File: src/rtl/rf_cmd_ctrl_if.sv
// Bus between the UART/register-file side and the command controller.
// The controller takes the slave modport; whatever drives it uses master.
interface rf_cmd_ctrl_if #(
  parameter int DATA_W = 8,
  parameter int ADD_W  = 4
);
  logic [DATA_W-1:0] RX_P_Data;
  logic              RX_D_VLD;
  logic [DATA_W-1:0] RdData;
  logic              RdData_Valid;
  logic              TX_Busy;
  logic [ADD_W-1:0]  Address;
  logic [DATA_W-1:0] WrData;
  logic              WrEn;
  logic              RdEn;
  logic [DATA_W-1:0] TX_P_Data;
  logic              TX_D_VLD;
  logic              Cmd_Err;

  modport slave (
    input  RX_P_Data, RX_D_VLD, RdData, RdData_Valid, TX_Busy,
    output Address, WrData, WrEn, RdEn, TX_P_Data, TX_D_VLD, Cmd_Err
  );

  modport master (
    output RX_P_Data, RX_D_VLD, RdData, RdData_Valid, TX_Busy,
    input  Address, WrData, WrEn, RdEn, TX_P_Data, TX_D_VLD, Cmd_Err
  );
endinterface

File: src/rtl/rf_cmd_ctrl.sv
// UART command decoder: 0xAA addr data writes the register file, 0xBB addr
// reads it and sends the value back. All outputs come straight from flops.
module rf_cmd_ctrl #(
  parameter int DATA_W = 8,
  parameter int ADD_W  = 4
) (
  input  logic         Clk,
  input  logic         RST_n,
  rf_cmd_ctrl_if.slave bus
);
  localparam logic [DATA_W-1:0] CMD_WR = DATA_W'(8'hAA);
  localparam logic [DATA_W-1:0] CMD_RD = DATA_W'(8'hBB);

  typedef enum logic [3:0] {
    IDLE, WR_ADDR, WR_DATA, WR_EXEC, RD_ADDR, RD_EXEC, RD_WAIT, TX_WAIT, TX_SEND
  } state_t;

  state_t            state_q;
  logic [ADD_W-1:0]  addr_q;
  logic [DATA_W-1:0] data_q;
  logic [DATA_W-1:0] tx_buf_q;
  logic [DATA_W-1:0] tx_data_q;
  logic [1:0]        tmo_q;
  logic              wr_en_q, rd_en_q, tx_vld_q, err_q;

  // Strobes are set on the edge that enters WR_EXEC/RD_EXEC/TX_SEND, so each
  // is high for exactly the one cycle the FSM spends in that state.
  always_ff @(posedge Clk) begin
    if (!RST_n) begin
      state_q   <= IDLE;
      addr_q    <= '0;
      data_q    <= '0;
      tx_buf_q  <= '0;
      tx_data_q <= '0;
      tmo_q     <= '0;
      wr_en_q   <= 1'b0;
      rd_en_q   <= 1'b0;
      tx_vld_q  <= 1'b0;
      err_q     <= 1'b0;
    end else begin
      wr_en_q  <= 1'b0;
      rd_en_q  <= 1'b0;
      tx_vld_q <= 1'b0;
      err_q    <= 1'b0;
      case (state_q)
        IDLE: if (bus.RX_D_VLD) begin
          if (bus.RX_P_Data == CMD_WR)      state_q <= WR_ADDR;
          else if (bus.RX_P_Data == CMD_RD) state_q <= RD_ADDR;
          else                              err_q   <= 1'b1;
        end
        WR_ADDR, RD_ADDR: if (bus.RX_D_VLD) begin
          // Out-of-range address aborts without touching the address register.
          if (|bus.RX_P_Data[DATA_W-1:ADD_W]) begin
            err_q   <= 1'b1;
            state_q <= IDLE;
          end else begin
            addr_q <= bus.RX_P_Data[ADD_W-1:0];
            if (state_q == WR_ADDR) begin
              state_q <= WR_DATA;
            end else begin
              state_q <= RD_EXEC;
              rd_en_q <= 1'b1;
            end
          end
        end
        WR_DATA: if (bus.RX_D_VLD) begin
          data_q  <= bus.RX_P_Data;
          wr_en_q <= 1'b1;
          state_q <= WR_EXEC;
        end
        WR_EXEC: state_q <= IDLE;
        RD_EXEC: begin
          tmo_q   <= '0;
          state_q <= RD_WAIT;
        end
        RD_WAIT: begin
          if (bus.RdData_Valid) begin
            tx_buf_q <= bus.RdData;
            state_q  <= TX_WAIT;
          end else if (tmo_q == 2'd3) begin
            err_q   <= 1'b1;
            state_q <= IDLE;
          end else begin
            tmo_q <= tmo_q + 2'd1;
          end
        end
        TX_WAIT: if (!bus.TX_Busy) begin
          tx_data_q <= tx_buf_q;
          tx_vld_q  <= 1'b1;
          state_q   <= TX_SEND;
        end
        TX_SEND: state_q <= IDLE;
        default: state_q <= IDLE;
      endcase
    end
  end

  assign bus.Address   = addr_q;
  assign bus.WrData    = data_q;
  assign bus.WrEn      = wr_en_q;
  assign bus.RdEn      = rd_en_q;
  assign bus.TX_P_Data = tx_data_q;
  assign bus.TX_D_VLD  = tx_vld_q;
  assign bus.Cmd_Err   = err_q;
endmodule

File: src/flat_wrapper.sv
// flat-port wrapper written by rule: the top's interface ports become plain ports
module rf_cmd_ctrl_flat 
#(
  parameter int DATA_W = 8,
  parameter int ADD_W  = 4
)
  (Clk, RST_n, bus_RX_P_Data, bus_RX_D_VLD, bus_RdData, bus_RdData_Valid, bus_TX_Busy, bus_Address, bus_WrData, bus_WrEn, bus_RdEn, bus_TX_P_Data, bus_TX_D_VLD, bus_Cmd_Err);
  rf_cmd_ctrl_if #(.DATA_W(DATA_W), .ADD_W(ADD_W)) bus_i ();
  input  logic Clk;
  input  logic RST_n;
  input wire logic [$bits(bus_i.RX_P_Data)-1:0] bus_RX_P_Data;
  input wire logic [$bits(bus_i.RX_D_VLD)-1:0] bus_RX_D_VLD;
  input wire logic [$bits(bus_i.RdData)-1:0] bus_RdData;
  input wire logic [$bits(bus_i.RdData_Valid)-1:0] bus_RdData_Valid;
  input wire logic [$bits(bus_i.TX_Busy)-1:0] bus_TX_Busy;
  output wire logic [$bits(bus_i.Address)-1:0] bus_Address;
  output wire logic [$bits(bus_i.WrData)-1:0] bus_WrData;
  output wire logic [$bits(bus_i.WrEn)-1:0] bus_WrEn;
  output wire logic [$bits(bus_i.RdEn)-1:0] bus_RdEn;
  output wire logic [$bits(bus_i.TX_P_Data)-1:0] bus_TX_P_Data;
  output wire logic [$bits(bus_i.TX_D_VLD)-1:0] bus_TX_D_VLD;
  output wire logic [$bits(bus_i.Cmd_Err)-1:0] bus_Cmd_Err;
  assign bus_i.RX_P_Data = bus_RX_P_Data;
  assign bus_i.RX_D_VLD = bus_RX_D_VLD;
  assign bus_i.RdData = bus_RdData;
  assign bus_i.RdData_Valid = bus_RdData_Valid;
  assign bus_i.TX_Busy = bus_TX_Busy;
  assign bus_Address = bus_i.Address;
  assign bus_WrData = bus_i.WrData;
  assign bus_WrEn = bus_i.WrEn;
  assign bus_RdEn = bus_i.RdEn;
  assign bus_TX_P_Data = bus_i.TX_P_Data;
  assign bus_TX_D_VLD = bus_i.TX_D_VLD;
  assign bus_Cmd_Err = bus_i.Cmd_Err;
  rf_cmd_ctrl #(.DATA_W(DATA_W), .ADD_W(ADD_W)) u_core (.Clk(Clk), .RST_n(RST_n), .bus(bus_i));
endmodule
File: config.mk
export PLATFORM = sky130hd
export DESIGN_NAME = rf_cmd_ctrl_flat
export DESIGN_NICKNAME = d
export VERILOG_FILES = /design/src/rtl/rf_cmd_ctrl_if.sv /design/src/rtl/rf_cmd_ctrl.sv /design/src/flat_wrapper.sv
export SDC_FILE = /design/constraint.sdc
export NUM_CORES = 1
export LEC_CHECK = 0
export CAP_MARGIN = 20
export CORE_MARGIN = 2
export CORE_UTILIZATION = 42
export DETAILED_ROUTE_END_ITERATION = 10
export PLACE_DENSITY = 0.69
export RECOVER_POWER = 50
export SYNTH_ARGS = -nofsm -noshare
export SYNTH_HDL_FRONTEND = slang
export SYNTH_SLANG_ARGS = --single-unit
File: constraint.sdc
create_clock -name Clk -period 1.9 [get_ports Clk]
set_input_delay 0.38 -clock Clk [delete_from_list [all_inputs] [get_ports Clk]]
set_output_delay 0.38 -clock Clk [all_outputs]
set_load 0.1 [all_outputs]
**After elaboration in Yosys (flattened, before gate mapping)**

Cells that the tools add are included.

- Output and inout bits: 24
- Input bits: 21
- Flip-flop bits (word level): 38

- Bitwise operators: 5
- Equality and inequality tests: 17
- Reduce and logical (&&, ||, !) cells: 13
- Muxes and demuxes: 25
- Add/subtract/negate cells: 1

Operators with widths:

| cell | number |
|---|---|
| $mux W4 | 9 |
| $pmux W4 S6 | 1 |
| $eq A4 B3 Y1 const B | 4 |
| $eq A8 B8 Y1 const B | 2 |
| $ne A2 B2 Y1 const B | 6 |
| $mux W1 | 10 |
| $reduce_and A2 Y1 | 5 |
| $reduce_or A7 Y1 | 1 |
| $reduce_and A3 Y1 | 2 |
| $reduce_and A6 Y1 | 1 |
| $not A1 Y1 | 5 |
| $eq A4 B1 Y1 const B | 1 |
| $eq A4 B2 Y1 const B | 1 |
| $logic_not A4 Y1 | 1 |
| $mux W2 | 2 |
| $pmux W2 S2 | 1 |
| $reduce_or A4 Y1 | 1 |
| $mux W3 | 1 |
| $ne A3 B1 Y1 const B | 1 |
| $ne A3 B2 Y1 const B | 1 |
| $pmux W1 S3 | 1 |
| $add A2 B1 Y2 const B | 1 |
| $eq A2 B2 Y1 const B | 1 |
| $reduce_bool A2 Y1 | 1 |
| $reduce_or A2 Y1 | 1 |

**Longest topological paths before layout**

- Depth in word-level cells: 5
- Depth in mapped cells: 7
- Gate-level depth less buffers: 5

**Worst setup path before layout**

OpenSTA, ideal clock, no wires.

- Kind: flip-flop to flip-flop
- Start: register u_core.state_q[2]
- End: register u_core.state_q[2]
- Required time: 1.784 ns
- Path slack: 0.417 ns
- Library setup time: 0.116 ns
- Data arrival time: 1.367 ns
- Cell stages (with the launch flop): 7
- Path through: dfxtp_1 buf_4 xnor2_1 or3_4 a31oi_4 a31oi_2 a41o_1

- Word-level cells in the longest chain between the ends: 5

Ends and longest elaborated chain:

| element | RTL line | RTL |
|---|---|---|
| start: declaration | rf_cmd_ctrl.sv:18 | `state_t state_q;` |
| start signal: assignment | rf_cmd_ctrl.sv:30 | `state_q <= IDLE;` |
| start signal: assignment | rf_cmd_ctrl.sv:47 | `if (bus.RX_P_Data == CMD_WR) state_q <= WR_ADDR;` |
| start signal: assignment | rf_cmd_ctrl.sv:48 | `else if (bus.RX_P_Data == CMD_RD) state_q <= RD_ADDR;` |
| $eq A4 B1 Y1 | rf_cmd_ctrl.sv:45, rf_cmd_ctrl.sv:58 |  |
| $mux W3 | rf_cmd_ctrl.sv:58 | `if (state_q == WR_ADDR) begin` |
| $mux W4 | rf_cmd_ctrl.sv:53 | `if (\|bus.RX_P_Data[DATA_W-1:ADD_W]) begin` |
| $mux W4 | rf_cmd_ctrl.sv:51 | `WR_ADDR, RD_ADDR: if (bus.RX_D_VLD) begin` |
| $pmux W4 S6 | rf_cmd_ctrl.sv:45 | `case (state_q)` |

Several ways; a longest one is shown, not always the timed one. The select of a mux whose other input is x is not followed.
A chain may end at the register's enable or synchronous reset.

**Final worst setup path**

- Start: input port bus_RX_P_Data[5]
- End: register u_core.state_q[3]

- Word-level cells in the longest chain between the ends: 4

Ends and longest elaborated chain:

| element | RTL line | RTL |
|---|---|---|
| start: declaration | flat_wrapper.sv:11 | `input wire logic [$bits(bus_i.RX_P_Data)-1:0] bus_RX_P_Data;` |
| $eq A8 B8 Y1 | rf_cmd_ctrl.sv:47 |  |
| $mux W4 | rf_cmd_ctrl.sv:47 |  |
| $mux W4 | rf_cmd_ctrl.sv:46 | `IDLE: if (bus.RX_D_VLD) begin` |
| $pmux W4 S6 | rf_cmd_ctrl.sv:45 |  |
| end signal: assignment | rf_cmd_ctrl.sv:47 |  |
| end signal: assignment | rf_cmd_ctrl.sv:48 |  |
| end signal: assignment | rf_cmd_ctrl.sv:55 | `state_q <= IDLE;` |

Several ways; a longest one is shown, not always the timed one. The select of a mux whose other input is x is not followed.

==> qor.txt <==
TritonCTS buffer count: 5
Reg2Reg Launch Point: u_core.state_q[0]
Net Count, Synth: 191
register share of total power: 0.507
R2R cell count: 6
CTS clk-pin slew, worst paths: 80 ps
GRT Util Overall: 0.202
Critical Path RT: 2070 ps
setup slack at placement: -182 ps
Worst slew margin: 0.630
crit path time final: 1810 ps
largest net degree at the start of global routing: 16
Initial Utilization: 0.430
postcts setup bufs: 0
CP max stage delay: 520 ps
Mean Syn Cell Area: 10.0 µm²
Synth Flop Type: dfxtp_1
# setup viols final: 0
EDFF count, synth: 0
FILL cells: 349
Util after Layout: 0.586
Port Buffers: 44
final slew viol count: 0
fin area: 0.00231 mm²
row count: 23
CTS H-tree lvls: 2
Residual DRC: 0
vias: 1512
routed vias/inst: 5.31
Fmax: 552 MHz
Clk pwr share: 0.421
Area after DPL: 0.00227 mm²
Comb power frac: 0.073
clk_lat worst skew: 290 ps
synth warn: 0
Critical Path Slowest Stage Cell: clkdlybuf4s50_1
hold crit path type: flop to flop
CTS tree: built
layout overhead on the synthesized area: 36.4%
TritonRoute pass-1 iters: 4
post-synthesis register bit count: 38
post-detail-place hpwl: 3230 µm
sequential area share after synthesis: 0.449
Seq. cell area: 761 µm²
vias in the first global route: 1476
Switching Fraction: 0.209
Worst Path Max Fanout: 5
period utilization: 0.954
die width: 67.5 µm
Nets: 256
Leakage Power: 1.11 nW
initial antenna violation count: 0
worst hold margin: 502 ps
sw power: 0.000329 W
DIE AREA: 0.00456 mm²
Min-Delay Path Depth: 2
first-pass GRT wire length: 6780 µm
root buffer cell: clkbuf_8
Cells after Synth: 169
routed len/inst: 14.9 µm
pwr dens: 682 mW/mm²
remaining global-route overflow: 0
commonest non-fill, non-tap cells in the layout: dfxtp_1 (38), nor2_1 (37), mux2i_1 (29)
asr flop ratio synth: 0
clock sinks: 38
Post-Route WL: 4240 µm
max cap viols: 0
CP Capture Type: flop
clk buf depth: 2
CP startpoint kind: input port
Die Height: 67.5 µm
Core ar.: 0.00394 mm²
Worst Setup SP: bus_RX_P_Data[5]
Synth Cell Area: 0.00169 mm²
number of diodes: 0
most common cell after layout, fill and taps aside: dfxtp_1
DRT iter0 DRCs: 93
status: complete, no violations
setup slack after layout: 88.1 ps
GP Congestion: 0.850
hold path startpoint: u_core.bus.Address[0]
final hold viol count: 0
clock skew: 9.10 ps
area occupied by multi-input gates: 887 µm²
Peak supply drop: 0.000457 V
layout cell share with drive strength beyond 1: 0.264
Pint: 0.00125 W
IO Count: 45
CP Data Arrival Time: 1980 ps
Post-DRT Antenna Nets: 0
Cell variety after synth: 46
crit path cell chain: clkdlybuf4s50_1 -> and4b_1 -> and3_1 -> nand2_1 -> a31oi_2 -> nor4b_1
worst slew pin tran: 557 ps
WS Path Type: input port to flop
==> cell usage after synthesis (2+ instances only) <==
master,instances,area share
dfxtp_1,38,0.45
clkbuf_1,4,0.0089
nor4b_1,2,0.010
nor4_1,2,0.0074
nor2b_1,2,0.0074
nand2_1,7,0.016
nand3_1,2,0.0059
xnor2_1,2,0.010
inv_1,2,0.0044
o211a_1,2,0.012
nor2_1,36,0.080
a41o_1,3,0.018
mux2i_1,29,0.17
buf_2,4,0.012
nand2b_1,3,0.011
==> worst max-delay path, delay by kind of cell <==
| kind | cells | cell delay [ps] |
|---|---|---|
| and+or+nand+nor | 4 | 800 |
| buffers and inverters | 1 | 520 |
| AOI/OAI and AO/OA | 1 | 290 |
==> power by group through the flow <==
| stage | clock network (W) | registers, W | logic, W |
|---|---|---|---|
| 3_3_place_gp | 0 | 0.000817 | 0.000112 |
| 2_1_floorplan | 0 | 0.000825 | 0.0000248 |
| 6_report | 0.000663 | 0.000798 | 0.000114 |
| 4_1_cts | 0.000681 | 0.000798 | 0.000115 |
| 5_1_grt | 0.000710 | 0.000798 | 0.000122 |
| 3_5_place_dp | 0 | 0.000817 | 0.000114 |
==> per-layer routing <==
layer,share of wire,track usage,up-vias
li1,-,-,734
met1,0.44,0.241,735
met2,0.51,0.364,39
met3,0.043,0.0300,4
met4,0.0064,0.0765,0
met5,0,0,-
==> state kept, by name (all words and copies together), names as in the netlist <==
signal                cells
u_core.tmo_q              2
u_core.bus.RdEn           1
u_core.bus.Address        4
u_core.tx_buf_q           8
u_core.bus.WrData         8
u_core.bus.Cmd_Err        1
u_core.bus.TX_D_VLD       1
u_core.bus.TX_P_Data      8
u_core.state_q            4
u_core.bus.WrEn           1
==> per-stage QoR <==
stage | power, W | setup TNS [ps] | instances
after floorplan | 0.000850 | 0 | 169
after global placement | 0.000929 | -242 | 277
after detailed placement | 0.000931 | -732 | 277
after CTS | 0.00159 | 0 | 285
after global routing | 0.00163 | -10.9 | 285
final | 0.00158 | 0 | 285
==> final cells by class <==
type,instances,share of cell area
multi-input combinational,120,0.384
sequential,38,0.329
timing repair buffer,67,0.210
clock buffer,5,0.0298
tap,50,0.0271
clock inverter,3,0.0173
inverter,2,0.00325
==> path summary, 6_finish.rpt <==
path | endpoint | slack, ps
setup / recovery | u_core.state_q[3] | 90
hold / removal | u_core.bus.Address[0] | 500
setup reg to reg | u_core.bus.WrData[2] | 150
hold reg to reg | u_core.bus.Address[0] | 500
==> kinds of logic after synthesis <==
group	count (synthesis)	share of synthesized area
mux	29	0.171
buf+inv	11	0.0295
fa+ha+maj	1	0.00738
xor+xnor	3	0.0155
simple gates	69	0.227
flops	38	0.449
compound gates	18	0.0997
==> repair_timing <==
action                     CTS  global route
gates resized for setup      0             1
setup endpoints to repair    0             1
hold buffers                 0             0
Note: power is estimated with default switching activity, not from simulation.
